`src/rtl/sm4_key_schedule.sv`:
```
// SM4 key expansion: loads a 128-bit master key, derives 32 round keys (one per clock)
// into a zeroizable register file and serves them by index in encrypt or decrypt order.

module sbox_32b (
  input  logic [31:0] i_din,
  output logic [31:0] o_dout
);
  localparam logic [7:0] SBOX [256] = '{
    8'hd6, 8'h90, 8'he9, 8'hfe, 8'hcc, 8'he1, 8'h3d, 8'hb7, 8'h16, 8'hb6, 8'h14, 8'hc2, 8'h28, 8'hfb, 8'h2c, 8'h05,
    8'h2b, 8'h67, 8'h9a, 8'h76, 8'h2a, 8'hbe, 8'h04, 8'hc3, 8'haa, 8'h44, 8'h13, 8'h26, 8'h49, 8'h86, 8'h06, 8'h99,
    8'h9c, 8'h42, 8'h50, 8'hf4, 8'h91, 8'hef, 8'h98, 8'h7a, 8'h33, 8'h54, 8'h0b, 8'h43, 8'hed, 8'hcf, 8'hac, 8'h62,
    8'he4, 8'hb3, 8'h1c, 8'ha9, 8'hc9, 8'h08, 8'he8, 8'h95, 8'h80, 8'hdf, 8'h94, 8'hfa, 8'h75, 8'h8f, 8'h3f, 8'ha6,
    8'h47, 8'h07, 8'ha7, 8'hfc, 8'hf3, 8'h73, 8'h17, 8'hba, 8'h83, 8'h59, 8'h3c, 8'h19, 8'he6, 8'h85, 8'h4f, 8'ha8,
    8'h68, 8'h6b, 8'h81, 8'hb2, 8'h71, 8'h64, 8'hda, 8'h8b, 8'hf8, 8'heb, 8'h0f, 8'h4b, 8'h70, 8'h56, 8'h9d, 8'h35,
    8'h1e, 8'h24, 8'h0e, 8'h5e, 8'h63, 8'h58, 8'hd1, 8'ha2, 8'h25, 8'h22, 8'h7c, 8'h3b, 8'h01, 8'h21, 8'h78, 8'h87,
    8'hd4, 8'h00, 8'h46, 8'h57, 8'h9f, 8'hd3, 8'h27, 8'h52, 8'h4c, 8'h36, 8'h02, 8'he7, 8'ha0, 8'hc4, 8'hc8, 8'h9e,
    8'hea, 8'hbf, 8'h8a, 8'hd2, 8'h40, 8'hc7, 8'h38, 8'hb5, 8'ha3, 8'hf7, 8'hf2, 8'hce, 8'hf9, 8'h61, 8'h15, 8'ha1,
    8'he0, 8'hae, 8'h5d, 8'ha4, 8'h9b, 8'h34, 8'h1a, 8'h55, 8'had, 8'h93, 8'h32, 8'h30, 8'hf5, 8'h8c, 8'hb1, 8'he3,
    8'h1d, 8'hf6, 8'he2, 8'h2e, 8'h82, 8'h66, 8'hca, 8'h60, 8'hc0, 8'h29, 8'h23, 8'hab, 8'h0d, 8'h53, 8'h4e, 8'h6f,
    8'hd5, 8'hdb, 8'h37, 8'h45, 8'hde, 8'hfd, 8'h8e, 8'h2f, 8'h03, 8'hff, 8'h6a, 8'h72, 8'h6d, 8'h6c, 8'h5b, 8'h51,
    8'h8d, 8'h1b, 8'haf, 8'h92, 8'hbb, 8'hdd, 8'hbc, 8'h7f, 8'h11, 8'hd9, 8'h5c, 8'h41, 8'h1f, 8'h10, 8'h5a, 8'hd8,
    8'h0a, 8'hc1, 8'h31, 8'h88, 8'ha5, 8'hcd, 8'h7b, 8'hbd, 8'h2d, 8'h74, 8'hd0, 8'h12, 8'hb8, 8'he5, 8'hb4, 8'hb0,
    8'h89, 8'h69, 8'h97, 8'h4a, 8'h0c, 8'h96, 8'h77, 8'h7e, 8'h65, 8'hb9, 8'hf1, 8'h09, 8'hc5, 8'h6e, 8'hc6, 8'h84,
    8'h18, 8'hf0, 8'h7d, 8'hec, 8'h3a, 8'hdc, 8'h4d, 8'h20, 8'h79, 8'hee, 8'h5f, 8'h3e, 8'hd7, 8'hcb, 8'h39, 8'h48
  };

  assign o_dout = {SBOX[i_din[31:24]], SBOX[i_din[23:16]], SBOX[i_din[15:8]], SBOX[i_din[7:0]]};
endmodule

module sm4_key_schedule #(
  parameter int NUM_RK     = 32,
  parameter bit RK_OUT_REG = 1'b1
) (
  input  logic         CLK_i,
  input  logic         RST_N_i,
  input  logic [127:0] MK_i,
  input  logic         MK_VALID_i,
  output logic         MK_READY_o,
  input  logic [4:0]   RK_IDX_i,
  input  logic         DECRYPT_i,
  output logic [31:0]  RK_o,
  output logic         KEYS_VALID_o,
  output logic         BUSY_o,
  output logic         DONE_o,
  output logic [1:0]   DBG_STATE_o
);
  // Handshake: a master key is taken on any rising edge where MK_VALID_i and
  // MK_READY_o are both high; MK_VALID_i is ignored while expanding (no queuing).

  typedef enum logic [1:0] {
    S_IDLE   = 2'd0,
    S_EXPAND = 2'd1,
    S_READY  = 2'd2
  } state_t;

  localparam logic [4:0]  LAST_IDX = 5'(NUM_RK - 1);
  localparam logic [31:0] FK0 = 32'hA3B1BAC6;
  localparam logic [31:0] FK1 = 32'h56AA3350;
  localparam logic [31:0] FK2 = 32'h677D9197;
  localparam logic [31:0] FK3 = 32'hB27022DC;

  state_t      r_state;
  state_t      w_state_nxt;
  logic        w_accept;
  logic        w_last;
  logic [4:0]  r_cnt;
  logic [31:0] r_k0, r_k1, r_k2, r_k3;
  logic [31:0] r_rk_mem [NUM_RK];
  logic        r_done;
  logic [7:0]  w_ck_base;
  logic [31:0] w_ck;
  logic [31:0] w_sbox_in;
  logic [31:0] w_tau;
  logic [31:0] w_rk;
  logic [4:0]  w_rd_addr;

  function automatic logic [7:0] ck_byte(input logic [7:0] n);
    return n * 8'd7;
  endfunction

  always_ff @(posedge CLK_i or negedge RST_N_i) begin
    if (!RST_N_i) r_state <= S_IDLE;
    else          r_state <= w_state_nxt;
  end

  always_comb begin
    w_state_nxt  = r_state;
    w_accept     = 1'b0;
    w_last       = 1'b0;
    MK_READY_o   = 1'b0;
    BUSY_o       = 1'b0;
    KEYS_VALID_o = 1'b0;
    case (r_state)
      S_IDLE: begin
        MK_READY_o = 1'b1;
        w_accept   = MK_VALID_i;
        if (MK_VALID_i) w_state_nxt = S_EXPAND;
      end
      S_EXPAND: begin
        BUSY_o = 1'b1;
        w_last = (r_cnt == LAST_IDX);
        if (w_last) w_state_nxt = S_READY;
      end
      S_READY: begin
        MK_READY_o   = 1'b1;
        KEYS_VALID_o = 1'b1;
        w_accept     = MK_VALID_i;
        if (MK_VALID_i) w_state_nxt = S_EXPAND;
      end
      default: w_state_nxt = S_IDLE;
    endcase
  end

  assign DBG_STATE_o = r_state;
  assign DONE_o      = r_done;

  // CK[i] byte j = (4i+j)*7 mod 256, built from the round counter instead of a table.
  assign w_ck_base = {1'b0, r_cnt, 2'b00};
  assign w_ck = {ck_byte(w_ck_base),         ck_byte(w_ck_base + 8'd1),
                 ck_byte(w_ck_base + 8'd2),  ck_byte(w_ck_base + 8'd3)};

  assign w_sbox_in = r_k1 ^ r_k2 ^ r_k3 ^ w_ck;

  sbox_32b u_sbox (
    .i_din  (w_sbox_in),
    .o_dout (w_tau)
  );

  assign w_rk = r_k0 ^ w_tau ^ {w_tau[18:0], w_tau[31:19]} ^ {w_tau[8:0], w_tau[31:9]};

  always_ff @(posedge CLK_i or negedge RST_N_i) begin
    if (!RST_N_i) begin
      r_k0   <= '0;
      r_k1   <= '0;
      r_k2   <= '0;
      r_k3   <= '0;
      r_cnt  <= '0;
      r_done <= 1'b0;
    end else begin
      r_done <= w_last;
      if (w_accept) begin
        r_k0  <= MK_i[127:96] ^ FK0;
        r_k1  <= MK_i[95:64]  ^ FK1;
        r_k2  <= MK_i[63:32]  ^ FK2;
        r_k3  <= MK_i[31:0]   ^ FK3;
        r_cnt <= '0;
      end else if (r_state == S_EXPAND) begin
        r_k0  <= r_k1;
        r_k1  <= r_k2;
        r_k2  <= r_k3;
        r_k3  <= w_rk;
        // Rolls over to 0 exactly as the FSM leaves EXPAND.
        r_cnt <= r_cnt + 5'd1;
      end
    end
  end

  always_ff @(posedge CLK_i or negedge RST_N_i) begin
    if (!RST_N_i) begin
      for (int n = 0; n < NUM_RK; n++) r_rk_mem[n] <= '0;
    end else if (r_state == S_EXPAND) begin
      r_rk_mem[r_cnt] <= w_rk;
    end
  end

  assign w_rd_addr = DECRYPT_i ? (LAST_IDX - RK_IDX_i) : RK_IDX_i;

  generate
    if (RK_OUT_REG) begin : g_rk_reg
      logic [31:0] r_rk;
      always_ff @(posedge CLK_i or negedge RST_N_i) begin
        if (!RST_N_i) r_rk <= '0;
        else          r_rk <= r_rk_mem[w_rd_addr];
      end
      assign RK_o = r_rk;
    end else begin : g_rk_comb
      assign RK_o = r_rk_mem[w_rd_addr];
    end
  endgenerate

endmodule

```
`config.mk`:
```
export PLATFORM = sky130hd
export DESIGN_NAME = sm4_key_schedule
export DESIGN_NICKNAME = d
export VERILOG_FILES = /design/src/rtl/sm4_key_schedule.sv
export SDC_FILE = /design/constraint.sdc
export NUM_CORES = 2
export LEC_CHECK = 0
export ABC_CLOCK_PERIOD_IN_PS = 6300
export BUFFER_PORTS_ARGS = -buffer_cell sky130_fd_sc_hd__clkbuf_2
export CAP_MARGIN = 40
export CORE_MARGIN = 2
export CORE_UTILIZATION = 55
export CTS_CLUSTER_SIZE = 24
export DETAILED_ROUTE_END_ITERATION = 10
export PLACE_DENSITY_LB_ADDON = 0.15
export SYNTH_ARGS = -nofsm -noshare
export SYNTH_HDL_FRONTEND = slang
export SYNTH_SLANG_ARGS = --single-unit
```
`constraint.sdc`:
```
create_clock -name CLK_i -period 6.3 [get_ports CLK_i]
set_clock_uncertainty 0.1 [all_clocks]
set_input_delay 0.315 -clock CLK_i [delete_from_list [all_inputs] [get_ports CLK_i]]
set_output_delay 0.315 -clock CLK_i [all_outputs]
set_load 0.05 [all_outputs]
```
---- Word level (Yosys, flattened, before mapping) ----
Memories as Yosys holds them, arrays and structs flattened.
Index checks and enable logic that the tools add are counted.
word-level totals
  output and inout port bits .............. 38
  input bits .............................. 137
  memories ................................ 4
  register bits ........................... 1192
  bits in read-only memories .............. 8192
cells by class
  add/subtract/negate cells ............... 5
  eq/ne operators ......................... 5
  reductions and logical operators ........ 5
  magnitude comparators ................... 7
  mux-type cells .......................... 33
  $mul .................................... 4
  bitwise operators ....................... 16
memories
  memory           depth  width  read ports  clocked after memory_dff  wr ports  line  text
  (no name shown)  256    8      1           0                         0         27    assign o_dout = {SBOX[i_din[31:24]], SBOX[i_din[23:16]], SBOX[i_din[15:8]], SBOX[i_din[7:0]]};
  (no name shown)  256    8      1           0                         0         27
  (no name shown)  256    8      1           0                         0         27
  (no name shown)  256    8      1           0                         0         27
operators with widths
  cell                   number
  $bwmux W1024           1
  $mux W32               11
  $xor A32 B32 Y32       6
  $bmux W32 S5           1
  $demux W32 S5          1
  $mux W8                8
  $ge A9 B9 Y1 const B   4
  $not A8 Y9             4
  $not A14 Y14           2
  $mul A8 B3 Y8 const B  3
  $not A19 Y19           1
  $not A17 Y17           1
  $add A7 B2 Y8 const B  2
  $mux W5                3
  $ge A6 B6 Y1 const B   2
  $not A5 Y6             2
  $add A7 B1 Y8 const B  1
  $lt A6 B1 Y1 const B   1
  $mul A5 B3 Y6 const B  1
  $add A5 B1 Y5 const B  1
  $eq A5 B5 Y1 const B   1
  $mux W1                5
  $sub A5 B5 Y5 const A  1
  $mux W2                2
  other kinds (10)       10

---- Longest topological paths before layout ----
  depth after elaboration ................. 12
  mapped depth ............................ 19

---- Hierarchy ----
Synthesis repeated with hierarchy kept, for this count alone.
second synthesis, totals
  cells, all modules ...................... 7958
  area total of the unflattened synthesis .. 74659.1 µm²
by module, submodules not included
  module            area each (µm²)  cells an instance  instances
  sm4_key_schedule  61512.7          5798               1
  sbox_32b          13146.4          2160               1

---- Least setup slack after synthesis ----
Ideal clock, no wire load.
  path kind ............................... register to register
  start point ............................. reg r_cnt[1]
  end point ............................... reg r_rk_mem[797] (netlist bit)
  cell stages (with the launch flop) ...... 16
  buffers on the path ..................... 3
  slack ................................... 1.645 ns
  required time ........................... 6.117 ns
  data arrival time ....................... 4.473 ns
  library setup time ...................... 0.083 ns
  cell sequence ........................... dfrtp_1 fa_1 ha_1 inv_1 fa_1 xor2_1 xnor2_1 clkbuf_1 clkbuf_1 o31ai_1 a2111oi_0 o21ai_0 o22ai_1 xnor3_1 clkbuf_1 o21ai_0
on the way
  cells in the longest elaborated chain, start to end .. 10
  elaborated cells between the ends (all ways) .. 28
ends and longest elaborated chain
  item                                                                 line     text
  start: declaration                                                   66       logic [4:0] r_cnt;
  start signal: assignment                                             153      r_cnt <= r_cnt + 5'd1;
  $add A7 B1 Y8 or $mul A5 B3 Y6 (tied branches)                       119, 78
  $mul A8 B3 Y8 or $xor A32 B32 Y32 (tied branches)                    78, 122
  $xor A32 B32 Y32 or $not A8 Y9 (tied branches)                       122, 27
  $not A8 Y9 (not written as such) or $mem_v2 Z256 W8 (tied branches)  -
  $mem_v2 Z256 W8 or $mux W8 (tied branches)                           -
  $mux W8 (not written as such)                                        27
  $mux W8 (not written as such) or $xor A32 B32 Y32 (tied branches)    27, 129
  $xor A32 B32 Y32 (2 in a row)                                        129      assign w_rk = r_k0 ^ w_tau ^ {w_tau[18:0], w_tau[31:19]} ^ {w_tau[8:0], w_tau[31:9]};
  $bwmux W1024 *                                                       162      r_rk_mem[r_cnt] <= w_rk;
  end signal: indexed assignment                                       162
  end: declaration                                                     68       logic [31:0] r_rk_mem [NUM_RK];
Mark *: on every way between the ends. The rest lies on a longest branch, timed or not. The select of a mux whose other input is x is not followed.
A chain may end at the register's enable or synchronous reset.

---- Final worst setup path ----
  start point ............................. reg r_cnt[1]
  end point ............................... reg r_rk_mem[858] (netlist bit)
on the way
  cells in the longest elaborated chain, start to end .. 10
  elaborated cells between the ends (all ways) .. 28
ends and longest elaborated chain
  item                                                                 line
  $add A7 B2 Y8 or $mul A5 B3 Y6 (tied branches)                       120, 78
  $mul A8 B3 Y8 or $xor A32 B32 Y32 (tied branches)                    78, 122
  $xor A32 B32 Y32 or $not A8 Y9 (tied branches)                       122, 27
  $not A8 Y9 (not written as such) or $mem_v2 Z256 W8 (tied branches)  -
  $mem_v2 Z256 W8 or $mux W8 (tied branches)                           -
  $mux W8 (not written as such)                                        27
  $mux W8 (not written as such) or $xor A32 B32 Y32 (tied branches)    27, 129
  $xor A32 B32 Y32 (2 in a row)                                        129
  $bwmux W1024 *                                                       162
Marked as above.

==> results.ini <==
[logic_synthesis]
synth_top_area_frac = 0.455
yosysWarningCount = 0
synthesis.nets = 6893
netlist_instances = 6693
yosys-top-cells-area = dfrtp_1 46%, mux4_2 11%, o21ai_0 8.1%
postSynthAreaPerCell_sq_um = 9.79
synth_common_cells = 1,305 x nand2_1, 1,192 x dfrtp_1, 1,060 x o21ai_0, 560 x clkbuf_1, 323 x mux4_2
synthFlopType = dfrtp_1
yosysUniqueCellTypes = 88
ys_ff_latch = 1192
synth_edf_count = 0
async_flop_share = 1.00
yosysMostFrequentCell = nand2_1
seq_area_frac_synth = 0.455
yosys.area.top_type = dfrtp_1
synth_area_sq_um = 65500

[sta]
slew_headroom = 0.271
finalCritPeriodShare = 0.939
finalHoldViolations = 0
maxSlewViolCount = 0
rsz0062_at_grt = false
timing.setup.tns_ns = 0
fin_ws_ns = 0.385
timing.fmax_ghz = 0.169
worstMarginPinSlew_ns = 1.08
finalSetupViolCount = 0
period_minus_slack_ns = 5.92

[clocking]
htreeDepth = 3
cts-root-buf = clkbuf_16
clk_pin_slew_worst_paths_ns = 0.07
cts_tree = yes
numCtsBuffers = 120
clk_latency_ns = 0.77
cts_sinks = 1192
post_cts_buffers = 0
ctsLongestPathBuffers = 3

[floorplanning]
start_util = 0.555
die_width_um = 349
dieArea_sq_um = 122000
die_h_um = 349
ios = 175
core.rowCount = 126
coreArea_sq_um = 118000

[detailed_routing]
ant_nets = 0
drt_first_pass_iters = 7
wirelength_um = 254000
via_count = 58265
post_drt_wl_per_cell_um = 30.2
drt_iter0_drc = 7917
via_per_inst = 6.93
drc = 0

[worst_hold_path]
worstHoldPathType = in -> async

[place]
pre_cts_ws_ns = 0.650
numPortBuffers = 174
place_congestion = 1.09
hpwl_um = 162000

[layout]
drive_gt1_frac = 0.182
nNetsFinal = 6971
multiInputGateArea_sq_um = 33500
syn_to_final_growth_pct = 14.8
nFillCells = 9390
regArea_sq_um = 29800

[run_status]
status = finished, final reports clean

[worst_setup_path]
startpoint_type = flip-flop
worstPathArrival_ns = 6.44
crit_type = reg -> reg
critPathRequiredTime_ns = 6.82
worst-path-max-fanout = 34
cp-end-kind = flip-flop
reg2reg_slack_ns = 0.38

[flow_run]
maxCapViolations = 0

[global_route]
grt_usage = 0.417
grt_start_max_net_pins = 188
grt_pass1_wl_um = 380000
antenna_found_initial = 12
grt_pass1_vias = 57260
grt_remaining_overflow = 0

==> final cells by class <==
| type | instances | share of cell area |
|---|---|---|
| clock buffers | 172 | 0.0471 |
| repair buffers | 636 | 0.0748 |
| clock inverters | 45 | 0.00825 |
| inverters | 31 | 0.00158 |
| flip-flops and latches | 1192 | 0.397 |
| well taps | 1536 | 0.0256 |
| multi-input cells | 4790 | 0.446 |
| diodes | 5 | 0.000166 |
==> layer usage <==
metal,share of wire,global-route usage
met3,0.11,0.108
met2,0.44,0.627
met5,0.00023,0
met4,0.058,0.198
met1,0.39,0.569
==> path summary, 6_finish.rpt <==
check	cells past startpoint	startpoint	endpoint
min reg2reg	2	r_rk_mem[43]	r_rk_mem[43]
max	15	r_cnt[1]	r_rk_mem[858]
min	2	RST_N_i	r_rk_mem[64]
min in group CLK_i	3	MK_i[109]	r_k0[13]
max reg2reg	15	r_cnt[1]	r_rk_mem[858]
max in group asynchronous	3	RST_N_i	r_rk_mem[344]
==> critical path: stages (launching register included) <==
cell,delay (ns)
dfrtp_1,0.59
inv_1,0.17
ha_1,0.48
xnor2_4,0.14
buf_4,0.34
xor2_4,0.70
buf_4,0.42
nor2_1,0.09
nor3_1,0.26
a2111oi_0,0.10
o311ai_0,0.92
and3_1,0.48
buf_4,0.23
xnor3_1,0.14
buf_4,0.36
o21ai_0,0.18
==> repair_timing <==
item	in CTS	in global routing
hold endpoints to repair	260	0
resized for setup	0	0
hold buffers	127	0
==> cells by family (layout without fill, tap and decap cells) <==
| family | Yosys count | after routing | share of synthesized area |
|---|---|---|---|
| buf+inv | 711 | 884 | 0.0425 |
| xor+xnor | 198 | 198 | 0.0347 |
| flops | 1192 | 1192 | 0.455 |
| mux | 471 | 471 | 0.136 |
| fa+ha+maj | 63 | 63 | 0.0129 |
| other cells | 0 | 5 | 0 |
| compound gates | 2078 | 2078 | 0.194 |
| simple gates | 1980 | 1980 | 0.125 |
==> state kept, by name (all words and copies together) (netlist names) <==
name	flops
r_k1	32
DBG_STATE_o	2
r_rk_mem	1024
DONE_o	1
r_k3	32
r_k0	32
RK_o	32
r_cnt	5
r_k2	32
==> metrics by stage <==
step	instances	hold slack [ns]	instance area [sq um]	util
floorplan	6693	-0.0806	65500	-
global placement	8024	0.297	69100	0.585
detailed placement	8057	0.294	69700	0.591
CTS	8401	0.0130	75200	0.636
global route	8403	0.0868	75200	0.637
finish	8407	0.0832	75200	0.637
==> cells in the final DEF, fill, tap and decap left out, types with 34 or more instances in the layout <==
cell type	instances
a221oi_1	42
nand3_1	105
nand2_1	1300
a21oi_1	208
a221o_1	56
mux4_2	323
xor2_1	42
a22oi_1	70
a211oi_1	49
mux2_2	130
o211ai_1	48
dfrtp_1	1192
clkbuf_16	120
o22ai_1	41
nand4_1	46
buf_4	266
buf_12	49
nor3_1	96
xnor2_1	74
dlygate4sd3_1	127
o21ai_1	105
o21ai_0	1060
o221ai_1	39
ha_1	55
nor2_1	289
clkbuf_2	173
clkbuf_8	34
a31oi_1	62
Power is left out: the tool's default activity adds up to more than one toggle a clock period on the data nets, which glitch-free logic cannot reach.
